==> src/rtl/voice_envelope_pkg.sv <==
// -----------------------------------------------------------------------------
// voice_pkg
// Shared definitions for the ADSR envelope generator: the envelope state
// encoding and the default width / rate-scaling parameters.
// -----------------------------------------------------------------------------
package voice_pkg;

    typedef enum logic [2:0] {
        IDLE    = 3'd0,
        ATTACK  = 3'd1,
        DECAY   = 3'd2,
        SUSTAIN = 3'd3,
        RELEASE = 3'd4
    } env_state_e;

    localparam int ENV_WIDTH_DEF  = 8;
    localparam int RATE_SHIFT_DEF = 4;

endpackage

==> src/rtl/voice_envelope_if.sv <==
// -----------------------------------------------------------------------------
// voice_envelope_if
// Bundles the per-voice envelope controls and outputs.
//   master : drives en, gate, attack, decay, sustain, rel_rate, voice_in;
//            receives env_level, sample_out, active.
//   slave  : the envelope generator side (mirror of master).
// The release rate is named rel_rate because "release" is a reserved word.
// -----------------------------------------------------------------------------
interface voice_envelope_if
    import voice_pkg::*;
#(
    parameter int ENV_WIDTH = ENV_WIDTH_DEF
);

    logic                 en;
    logic                 gate;
    logic [3:0]           attack;
    logic [3:0]           decay;
    logic [3:0]           sustain;
    logic [3:0]           rel_rate;
    logic                 voice_in;
    logic [ENV_WIDTH-1:0] env_level;
    logic [ENV_WIDTH-1:0] sample_out;
    logic                 active;

    modport master (
        output en, gate, attack, decay, sustain, rel_rate, voice_in,
        input  env_level, sample_out, active
    );

    modport slave (
        input  en, gate, attack, decay, sustain, rel_rate, voice_in,
        output env_level, sample_out, active
    );

endinterface

==> src/rtl/voice_envelope_prescaler.sv <==
// -----------------------------------------------------------------------------
// env_prescaler
// Counts sample-enable cycles and emits a one-cycle step every
// (rate_i+1) << RATE_SHIFT enabled cycles while run_i is high.
//   clk, rst_n : clock, synchronous active-low reset
//   en_i       : sample enable; the counter only moves on enabled cycles
//   clear_i    : the owning FSM has just changed state; count restarts at 0
//   run_i      : counting allowed (low -> counter held at 0)
//   rate_i     : 4-bit rate of the current envelope phase
//   step_o     : step strobe, valid in the enabled cycle it is raised
// -----------------------------------------------------------------------------
module env_prescaler
    import voice_pkg::*;
#(
    parameter int RATE_SHIFT = RATE_SHIFT_DEF
) (
    input  logic       clk,
    input  logic       rst_n,
    input  logic       en_i,
    input  logic       clear_i,
    input  logic       run_i,
    input  logic [3:0] rate_i,
    output logic       step_o
);

    localparam int CW = 4 + RATE_SHIFT;

    logic [CW-1:0] cnt_q;
    logic [CW-1:0] cnt_d;
    logic [CW-1:0] cnt_eff;
    logic [CW-1:0] limit;
    logic [CW:0]   period;

    always_comb begin
        period  = (CW+1)'(rate_i) + (CW+1)'(1);
        limit   = CW'((period << RATE_SHIFT) - (CW+1)'(1));
        // clear_i is a registered flag that stays up until the next enabled
        // cycle, so the count is treated as zero there instead of being
        // wiped one cycle early.
        cnt_eff = clear_i ? '0 : cnt_q;
        // >= so that lowering the rate mid-phase fires on the next en cycle
        step_o  = en_i && run_i && (cnt_eff >= limit);
        cnt_d   = cnt_q;
        if (en_i) begin
            if (!run_i || step_o) begin
                cnt_d = '0;
            end else begin
                cnt_d = cnt_eff + CW'(1);
            end
        end
    end

    always_ff @(posedge clk) begin
        if (!rst_n) begin
            cnt_q <= '0;
        end else begin
            cnt_q <= cnt_d;
        end
    end

endmodule

==> src/rtl/voice_envelope.sv <==
// -----------------------------------------------------------------------------
// voice_envelope
// ADSR envelope generator and amplitude gate following the pulse oscillator.
//   clk, rst_n : clock, synchronous active-low reset
//   env_bus    : slave side of voice_envelope_if
//       en         sample enable shared with the oscillator
//       gate       note on / off
//       attack, decay, rel_rate : phase rates (0 = fastest)
//       sustain    sustain level, replicated up to ENV_WIDTH
//       voice_in   oscillator waveform bit
//       env_level  current envelope level (registered)
//       sample_out voice_in ? previous env_level : 0 (registered)
//       active     state is not IDLE
// -----------------------------------------------------------------------------
module voice_envelope
    import voice_pkg::*;
#(
    parameter int ENV_WIDTH  = ENV_WIDTH_DEF,
    parameter int RATE_SHIFT = RATE_SHIFT_DEF
) (
    input  logic              clk,
    input  logic              rst_n,
    voice_envelope_if.slave   env_bus
);

    localparam logic [ENV_WIDTH-1:0] MAX = '1;

    function automatic logic [ENV_WIDTH-1:0] sat_inc(input logic [ENV_WIDTH-1:0] v);
        return (v == MAX) ? MAX : v + ENV_WIDTH'(1);
    endfunction

    function automatic logic [ENV_WIDTH-1:0] sat_dec(input logic [ENV_WIDTH-1:0] v);
        return (v == '0) ? '0 : v - ENV_WIDTH'(1);
    endfunction

    // MSB-aligned replication of the 4-bit sustain nibble (4'hA -> 8'hAA).
    function automatic logic [ENV_WIDTH-1:0] expand_sus(input logic [3:0] s);
        logic [ENV_WIDTH-1:0] r;
        for (int i = 0; i < ENV_WIDTH; i++) begin
            r[i] = s[3 - ((ENV_WIDTH - 1 - i) % 4)];
        end
        return r;
    endfunction

    env_state_e           state_q;
    logic [ENV_WIDTH-1:0] level_q;
    logic [ENV_WIDTH-1:0] sample_q;
    logic                 gate_q;
    logic                 restart_q;
    logic                 step;
    logic                 run;
    logic [3:0]           rate_sel;
    logic [ENV_WIDTH-1:0] sus;
    logic [ENV_WIDTH-1:0] level_up;
    logic [ENV_WIDTH-1:0] level_dn;

    always_comb begin
        rate_sel = env_bus.rel_rate;
        unique case (state_q)
            ATTACK:  rate_sel = env_bus.attack;
            DECAY:   rate_sel = env_bus.decay;
            default: rate_sel = env_bus.rel_rate;
        endcase
        run      = (state_q == ATTACK) || (state_q == DECAY) || (state_q == RELEASE);
        sus      = expand_sus(env_bus.sustain);
        level_up = sat_inc(level_q);
        level_dn = sat_dec(level_q);
    end

    env_prescaler #(
        .RATE_SHIFT (RATE_SHIFT)
    ) u_prescaler (
        .clk     (clk),
        .rst_n   (rst_n),
        .en_i    (env_bus.en),
        .clear_i (restart_q),
        .run_i   (run),
        .rate_i  (rate_sel),
        .step_o  (step)
    );

    // Edge-driven transitions need an explicit counter restart; transitions
    // taken on a step already leave the prescaler at zero.
    always_ff @(posedge clk) begin
        if (!rst_n) begin
            state_q   <= IDLE;
            level_q   <= '0;
            sample_q  <= '0;
            gate_q    <= 1'b0;
            restart_q <= 1'b0;
        end else if (env_bus.en) begin
            gate_q    <= env_bus.gate;
            sample_q  <= env_bus.voice_in ? level_q : '0;
            restart_q <= 1'b0;
            if (env_bus.gate && !gate_q) begin
                state_q   <= ATTACK;
                restart_q <= 1'b1;
            end else if (!env_bus.gate && gate_q && (state_q != IDLE)) begin
                state_q   <= RELEASE;
                restart_q <= 1'b1;
            end else if (step) begin
                unique case (state_q)
                    ATTACK: begin
                        level_q <= level_up;
                        if (level_up == MAX) state_q <= DECAY;
                    end
                    DECAY: begin
                        if (level_q <= sus) begin
                            state_q <= SUSTAIN;
                        end else begin
                            level_q <= level_dn;
                            if (level_dn == sus) state_q <= SUSTAIN;
                        end
                    end
                    RELEASE: begin
                        level_q <= level_dn;
                        if (level_dn == '0) state_q <= IDLE;
                    end
                    default: ;
                endcase
            end
        end
    end

    assign env_bus.env_level  = level_q;
    assign env_bus.sample_out = sample_q;
    assign env_bus.active     = (state_q != IDLE);

endmodule
==> src/flat_wrapper.sv <==
// flat-port wrapper written by rule: the top's interface ports become plain ports
module voice_envelope_flat import voice_pkg::*;
#(
    parameter int ENV_WIDTH  = ENV_WIDTH_DEF,
    parameter int RATE_SHIFT = RATE_SHIFT_DEF
)
  (clk, rst_n, env_bus_en, env_bus_gate, env_bus_attack, env_bus_decay, env_bus_sustain, env_bus_rel_rate, env_bus_voice_in, env_bus_env_level, env_bus_sample_out, env_bus_active);
  voice_envelope_if #(.ENV_WIDTH(ENV_WIDTH)) env_bus_i ();
  input  logic clk;
  input  logic rst_n;
  input wire logic [$bits(env_bus_i.en)-1:0] env_bus_en;
  input wire logic [$bits(env_bus_i.gate)-1:0] env_bus_gate;
  input wire logic [$bits(env_bus_i.attack)-1:0] env_bus_attack;
  input wire logic [$bits(env_bus_i.decay)-1:0] env_bus_decay;
  input wire logic [$bits(env_bus_i.sustain)-1:0] env_bus_sustain;
  input wire logic [$bits(env_bus_i.rel_rate)-1:0] env_bus_rel_rate;
  input wire logic [$bits(env_bus_i.voice_in)-1:0] env_bus_voice_in;
  output wire logic [$bits(env_bus_i.env_level)-1:0] env_bus_env_level;
  output wire logic [$bits(env_bus_i.sample_out)-1:0] env_bus_sample_out;
  output wire logic [$bits(env_bus_i.active)-1:0] env_bus_active;
  assign env_bus_i.en = env_bus_en;
  assign env_bus_i.gate = env_bus_gate;
  assign env_bus_i.attack = env_bus_attack;
  assign env_bus_i.decay = env_bus_decay;
  assign env_bus_i.sustain = env_bus_sustain;
  assign env_bus_i.rel_rate = env_bus_rel_rate;
  assign env_bus_i.voice_in = env_bus_voice_in;
  assign env_bus_env_level = env_bus_i.env_level;
  assign env_bus_sample_out = env_bus_i.sample_out;
  assign env_bus_active = env_bus_i.active;
  voice_envelope #(.ENV_WIDTH(ENV_WIDTH), .RATE_SHIFT(RATE_SHIFT)) u_core (.clk(clk), .rst_n(rst_n), .env_bus(env_bus_i));
endmodule
==> config.mk <==
export PLATFORM = sky130hd
export DESIGN_NAME = voice_envelope_flat
export DESIGN_NICKNAME = d
export VERILOG_FILES = /design/src/rtl/voice_envelope_pkg.sv /design/src/rtl/voice_envelope_if.sv /design/src/rtl/voice_envelope_prescaler.sv /design/src/rtl/voice_envelope.sv /design/src/flat_wrapper.sv
export SDC_FILE = /design/constraint.sdc
export NUM_CORES = 1
export LEC_CHECK = 0
export ABC_CLOCK_PERIOD_IN_PS = 3410
export BUFFER_PORTS_ARGS = -buffer_cell sky130_fd_sc_hd__buf_2
export CAP_MARGIN = 20
export CORE_UTILIZATION = 58
export DETAILED_ROUTE_END_ITERATION = 6
export PLACE_DENSITY = 0.91
export REMOVE_ABC_BUFFERS = 1
export SLEW_MARGIN = 30
export SYNTH_ARGS = -nofsm -noshare
export SYNTH_HDL_FRONTEND = slang
export SYNTH_SLANG_ARGS = --single-unit
==> constraint.sdc <==
create_clock -name clk -period 3.41 [get_ports clk]
set_input_delay 0.1705 -clock clk [delete_from_list [all_inputs] [get_ports clk]]
set_output_delay 0.1705 -clock clk [all_outputs]
set_load 0.03 [all_outputs]
Word-level counts from Yosys, hierarchy flattened:

Index checks and enable logic that the tools add are counted.

* output and inout port bits: 17
* flip-flop bits (word level): 29

* equal/unequal tests: 10
* $lt $le $gt $ge: 2
* bitwise gates (word level): 2
* add/sub/neg operators: 5
* multiplexer cells: 18
* reductions and logical operators: 19

Operator list (count)
* $mux 8: 6
* $pmux 8 s3: 1
* $mux 3: 7
* $add 8x1->8 const B: 2
* $eq 8x8->1 const B: 2
* $logic_not 8->1: 2
* $sub 8x1->8 const B: 2
* $reduce_and 6->1: 2
* $pmux 3 s3: 1
* $reduce_bool 3->1: 3
* $eq 8x8->1: 1
* $ge 8x8->1: 1
* $le 8x8->1: 1
* $ne 4x4->1 const B: 2
* $pmux 4 s2: 1
* $logic_and 1x1->1: 5
* $ne 5x5->1 const B: 1
* $reduce_bool 5->1: 1
* $add 4x1->4 const B: 1
* $eq 3x1->1 const B: 1
* $eq 3x2->1 const B: 1
* $eq 3x3->1 const B: 1
* $logic_not 1->1: 3
* $logic_or 1x1->1: 3
* other kinds (3): 5

Logic depth before layout (Yosys ltp):

* word-level depth: 9
* mapped depth: 15

Cells and area by module:

From an unflattened synthesis, not the netlist that was laid out.

* cells, all modules: 356
* area, all modules: 2723.9 µm²

Modules (own cells, without submodules)
* voice_envelope: instances 1, area each 2045.7 µm², cells each 277
* env_prescaler: instances 1, area each 678.2 µm², cells each 79

Least setup slack after synthesis:

OpenSTA, ideal clock, no wires.

* kind: register -> register
* from: register u_core.level_q[0] (netlist: u_core.env_bus.env_level[0])
* to: register u_core.state_q[0]
* data arrival time: 2482 ps
* cell stages (with the launch flop): 10
* path slack: 802 ps
* clock period less this slack: 2608 ps
* buffers on the path: 1
* cells stage by stage: dfxtp_1 > clkbuf_1 > inv_1 > ha_1 > or3_1 > a211oi_1 > o22ai_1 > nor4_2 > o2bb2ai_1 > mux2i_1

* word-level cells in the longest chain between the ends: 6
* elaborated cells on any way between the ends: 19
* those cells by class: add/sub: 2; order compare: 1; eq/ne: 6; mux: 7; reduce/logical: 3

RTL lines
* start: declaration: line voice_envelope.sv:46 `logic [ENV_WIDTH-1:0] level_q;`
* start signal: assignment: line voice_envelope.sv:104 `level_q <= level_up;`
* start signal: assignment: line voice_envelope.sv:111 `level_q <= level_dn;`
* start signal: assignment: line voice_envelope.sv:116 `level_q <= level_dn;`
* branches (longest 6 deep; another with $sub 8x1->8)
* end signal: assignment: line voice_envelope.sv:96 `state_q <= ATTACK;`
* end signal: assignment: line voice_envelope.sv:99 `state_q <= RELEASE;`
* end signal: assignment: line voice_envelope.sv:105 `if (level_up == MAX) state_q <= DECAY;`
* end: declaration: line voice_envelope.sv:45 `env_state_e state_q;`

Parallel ways; which one is timed is not known. The select of a mux whose other input is x is not followed.
A chain may end at the register's enable or synchronous reset.

Final worst setup path:

* from: register u_core.state_q[1]
* to: register u_core.level_q[2] (netlist: u_core.env_bus.env_level[2])

* word-level cells in the longest chain between the ends: 7
* elaborated cells on any way between the ends: 18
* those cells by class: add/sub: 2; order compare: 1; eq/ne: 4; mux: 2; bitwise: 1; reduce/logical: 8

RTL lines
* start signal: assignment: line voice_envelope.sv:86 `state_q <= IDLE;`
* start signal: assignment: line voice_envelope.sv:96
* start signal: assignment: line voice_envelope.sv:99
* $eq 3x2->1 or $eq 3x1->1 (tied branches): line voice_envelope.sv:59, voice_envelope.sv:64, voice_envelope.sv:102
* $pmux 4 s2: line voice_envelope.sv:59 `unique case (state_q)`
* $add 4x1->4: line voice_envelope_prescaler.sv:35 `period = (CW+1)'(rate_i) + (CW+1)'(1);`
* $sub 8x1->8: line voice_envelope_prescaler.sv:36 `limit = CW'((period << RATE_SHIFT) - (CW+1)'(1));`
* $ge 8x8->1: line voice_envelope_prescaler.sv:42 `step_o = en_i && run_i && (cnt_eff >= limit);`
* $logic_and 1x1->1: line voice_envelope_prescaler.sv:42
* $reduce_and 6->1 (no source line)

Several ways; a longest one is shown, not always the timed one.

==> run metrics <==
status finished clean; Root Buffer clkbuf_8; Via-to-Cell Ratio 6.41; clk sinks 29; first-pass GRT wire length roughly 11,000 um; ys async rst share 0; Clock Path Buffers 2; Synth-to-Final Area Change 10.5%; critical path peak fanout 19; worst hold path stage count 3; Pwr Total 0.707 mW; VDD IR-drop max between 200 and 300 uV; final hold vios 0; share of cells above drive strength 1 0.160; combinational family with the most area after synthesis simple AND/OR/NAND/NOR gates; H-tree depth 2; nets@finish 410; Die Area 0.00457 mm2; worst skew pair latency 0.29 ns; MaxCap Viol Count 0; CTS tree yes; io pins 38; Worst Skew slightly above 0.006 ns; hpwl dp between 4000 and 5000 um; Synth Area in Simple Gates 0.311; Hold Crit Class in2reg; Slew @ Worst Pin approximately 0.65 ns; flop-to-flop setup slack 0.37 ns; Inst Count DP ~420; Cell Area, Synth about 0.0025 mm2; setup TNS 0 ns; Post-synth EDFFs 0; data arrival time of the worst path about 3.3 ns; Ys Warns 0; via count 2,717; CP endpoint kind flip-flop; vias in the first global route around 2,300; drt wl/cell between 15 and 20 um; Slew Viols, Final 0; startpoint types flip-flop; post-synthesis cell count approximately 350; antenna violations before repair 0; Min Clock Period, post-route 3.04 ns; final setup violation count 0; chip height approximately 68 um; Worst Reg-to-Reg Cells 12; min setup slack post-route ~0.37 ns; CP Class reg2reg; DR iter-0 viols 269; Rows 23; #FFs+latches synth 29; Antenna Cells 0; min-delay src env_bus_gate; Core Util, Final 0.679; Hold Path End u_core.gate_q$_SDFFE_PN0P_; Post-synth top flop dfxtp_1; Final Cycle Share 0.892; Leakage Power around 1.1 nW; Post-Synth XOR/XNOR Area 0.0351; Clock transition at path regs 0.06 ns; initial core utilization 0.615; Pre-antenna DRT Iters 5; Die Wd approximately 68 um; Hold Buf Count CTS 0; total CTS buffers 5; fmax ~330 MHz; post-synthesis adder-cell area fraction 0.0802; Pwr per Cell Area between 200 and 300 mW/mm2; grt ovf 0; final antenna-violating net count 0; unrepaired setup endpoints after global routing false; final wirelength between 6000 and 7000 um; CP Data Required Time 3.62 ns; sequential element share of the synthesized area 0.233; Worst slew margin 0.560; DP Worst Slack between 0.4 and 0.5 ns; post-CTS setup buffer count 0; core area 0.00406 mm2; Mean Syn Cell Area slightly above 7 um2; Resized cells post-CTS 0; largest net degree at the start of global routing 26; R2R Path End u_core.env_bus.env_level[2]$_SDFFE_PN0P_; mux contribution to synthesized area 0.0281; worst r2r src u_core.state_q[1]$_SDFFE_PN0P_; global placement routability congestion about 1; Total GRT Usage 0.307; # port buffers 37; Synth Area in Compound Gates 0.246; DRC violations left 0; Finished Layout Cells ~420; Unique masters post-synth roughly 50
## cell usage in the layout, fill, tap and decap left out, types with 5 or more instances in the layout
cell and instances:
a21oi_1 32, a31oi_1 13, and3_1 5, buf_2 37, buf_4 5, clkbuf_8 5, dfxtp_1 29, ha_1 16
inv_1 13, mux2i_1 7, nand2_1 38, nand2b_1 5, nand3_1 24, nor2_1 23, nor2b_1 13, nor3_1 11
o21ai_0 21, o22ai_1 6, xnor2_1 7
## worst max-delay path: stages, from the launching register on
cell	delay, ns
dfxtp_1	0.68
nor2_1	0.22
a22o_1	0.24
nand2_1	0.06
o21ai_0	0.08
a21oi_1	0.17
ha_1	0.17
inv_1	0.05
o22ai_1	0.15
o211ai_1	0.16
nand2b_1	0.30
or4_1	0.55
a21oi_1	0.15
## layout make-up
class | instances | area, um2
clock inverter | 3 | 17.5
fill | 333 | 1300
inverter | 15 | 56.3
multi-input combinational | 280 | 1750
sequential | 29 | 581
clock buffer | 5 | 68.8
timing repair buffer | 42 | 223
tap | 50 | 62.6
## metrics by stage
stage | area (um2) | hold WS (ns)
after floorplan | 2380 | 0.309
after global placement | 2670 | 0.434
after detailed placement | 2670 | 0.447
after CTS | 2760 | 0.150
after global routing | 2760 | 0.173
final | 2760 | 0.151
## cell usage after synthesis, types with 2 or more instances
master / count / area [um2]
a211oi_1: 4 / 30.0
a21o_1: 3 / 22.5
a21oi_1: 32 / 160
a22o_1: 4 / 35.0
a311oi_1: 2 / 17.5
a31oi_1: 13 / 81.3
and2_1: 3 / 18.8
and3_1: 5 / 31.3
and4_1: 2 / 17.5
buf_4: 2 / 15.0
buf_6: 2 / 22.5
clkbuf_1: 17 / 63.8
dfxtp_1: 29 / 581
ha_1: 16 / 200
inv_1: 13 / 48.8
mux2i_1: 7 / 70.1
nand2_1: 38 / 143
nand2b_1: 5 / 31.3
nand3_1: 24 / 120
nand3b_1: 4 / 30.0
nand4_1: 3 / 18.8
nand4b_1: 3 / 26.3
nor2_1: 23 / 86.3
nor2b_1: 13 / 81.3
nor3_1: 11 / 55.1
nor3b_1: 2 / 15.0
nor4b_1: 2 / 17.5
o211ai_1: 3 / 22.5
o21a_1: 2 / 15.0
o21ai_0: 21 / 105
o221a_2: 2 / 22.5
o22ai_1: 6 / 37.5
or2_2: 3 / 18.8
or3_1: 3 / 18.8
xnor2_1: 7 / 61.3
xor2_1: 3 / 26.3
## where the power goes
part | switching [mW] | internal (mW) | total, mW
clock | 0.142 | 0.140 | 0.282
sequential | 0.00463 | 0.341 | 0.346
combinational | 0.0478 | 0.0309 | 0.0787
## sequential cells by signal (all words and copies together), names as in the netlist
name,flops
u_core.env_bus.sample_out,8
u_core.u_prescaler.cnt_q,8
u_core.gate_q,1
u_core.state_q,3
u_core.env_bus.env_level,8
u_core.restart_q,1
## cells by family (layout without fill, tap and decap cells)
group,after synthesis,in the layout
and+or+nand+nor,148,148
AOI/OAI and AO/OA,99,99
buffers and inverters,38,65
DFF,29,29
adders and majority gates,16,16
xor gates and xnor gates,10,10
muxes,7,7
## worst max path at each step
stage                     slack (ns)                                  endpoint  cells past startpoint                      startpoint
after detailed placement        0.41  u_core.env_bus.env_level[2]$_SDFFE_PN0P_                     12  u_core.state_q[1]$_SDFFE_PN0P_
after floorplan                 0.81  u_core.env_bus.env_level[2]$_SDFFE_PN0P_                     12  u_core.state_q[1]$_SDFFE_PN0P_
after global routing            0.16            u_core.state_q[0]$_SDFFE_PN0P_                     13  u_core.state_q[1]$_SDFFE_PN0P_
after CTS                       0.40  u_core.env_bus.env_level[2]$_SDFFE_PN0P_                     12  u_core.state_q[1]$_SDFFE_PN0P_
final                           0.37  u_core.env_bus.env_level[2]$_SDFFE_PN0P_                     12  u_core.state_q[1]$_SDFFE_PN0P_
after global placement          0.58  u_core.env_bus.env_level[2]$_SDFFE_PN0P_                     12  u_core.state_q[1]$_SDFFE_PN0P_
## metal layers
| layer | up-vias | global-route usage | wire length (um) |
|---|---|---|---|
| li1 | 1312 | - | - |
| met1 | 1242 | 0.391 | 2900 |
| met2 | 147 | 0.498 | 3110 |
| met3 | 16 | 0.0676 | 614 |
| met4 | 0 | 0.117 | 104 |
| met5 | - | 0 | 0 |
No activity file was read; power rests on OpenSTA's default activity.
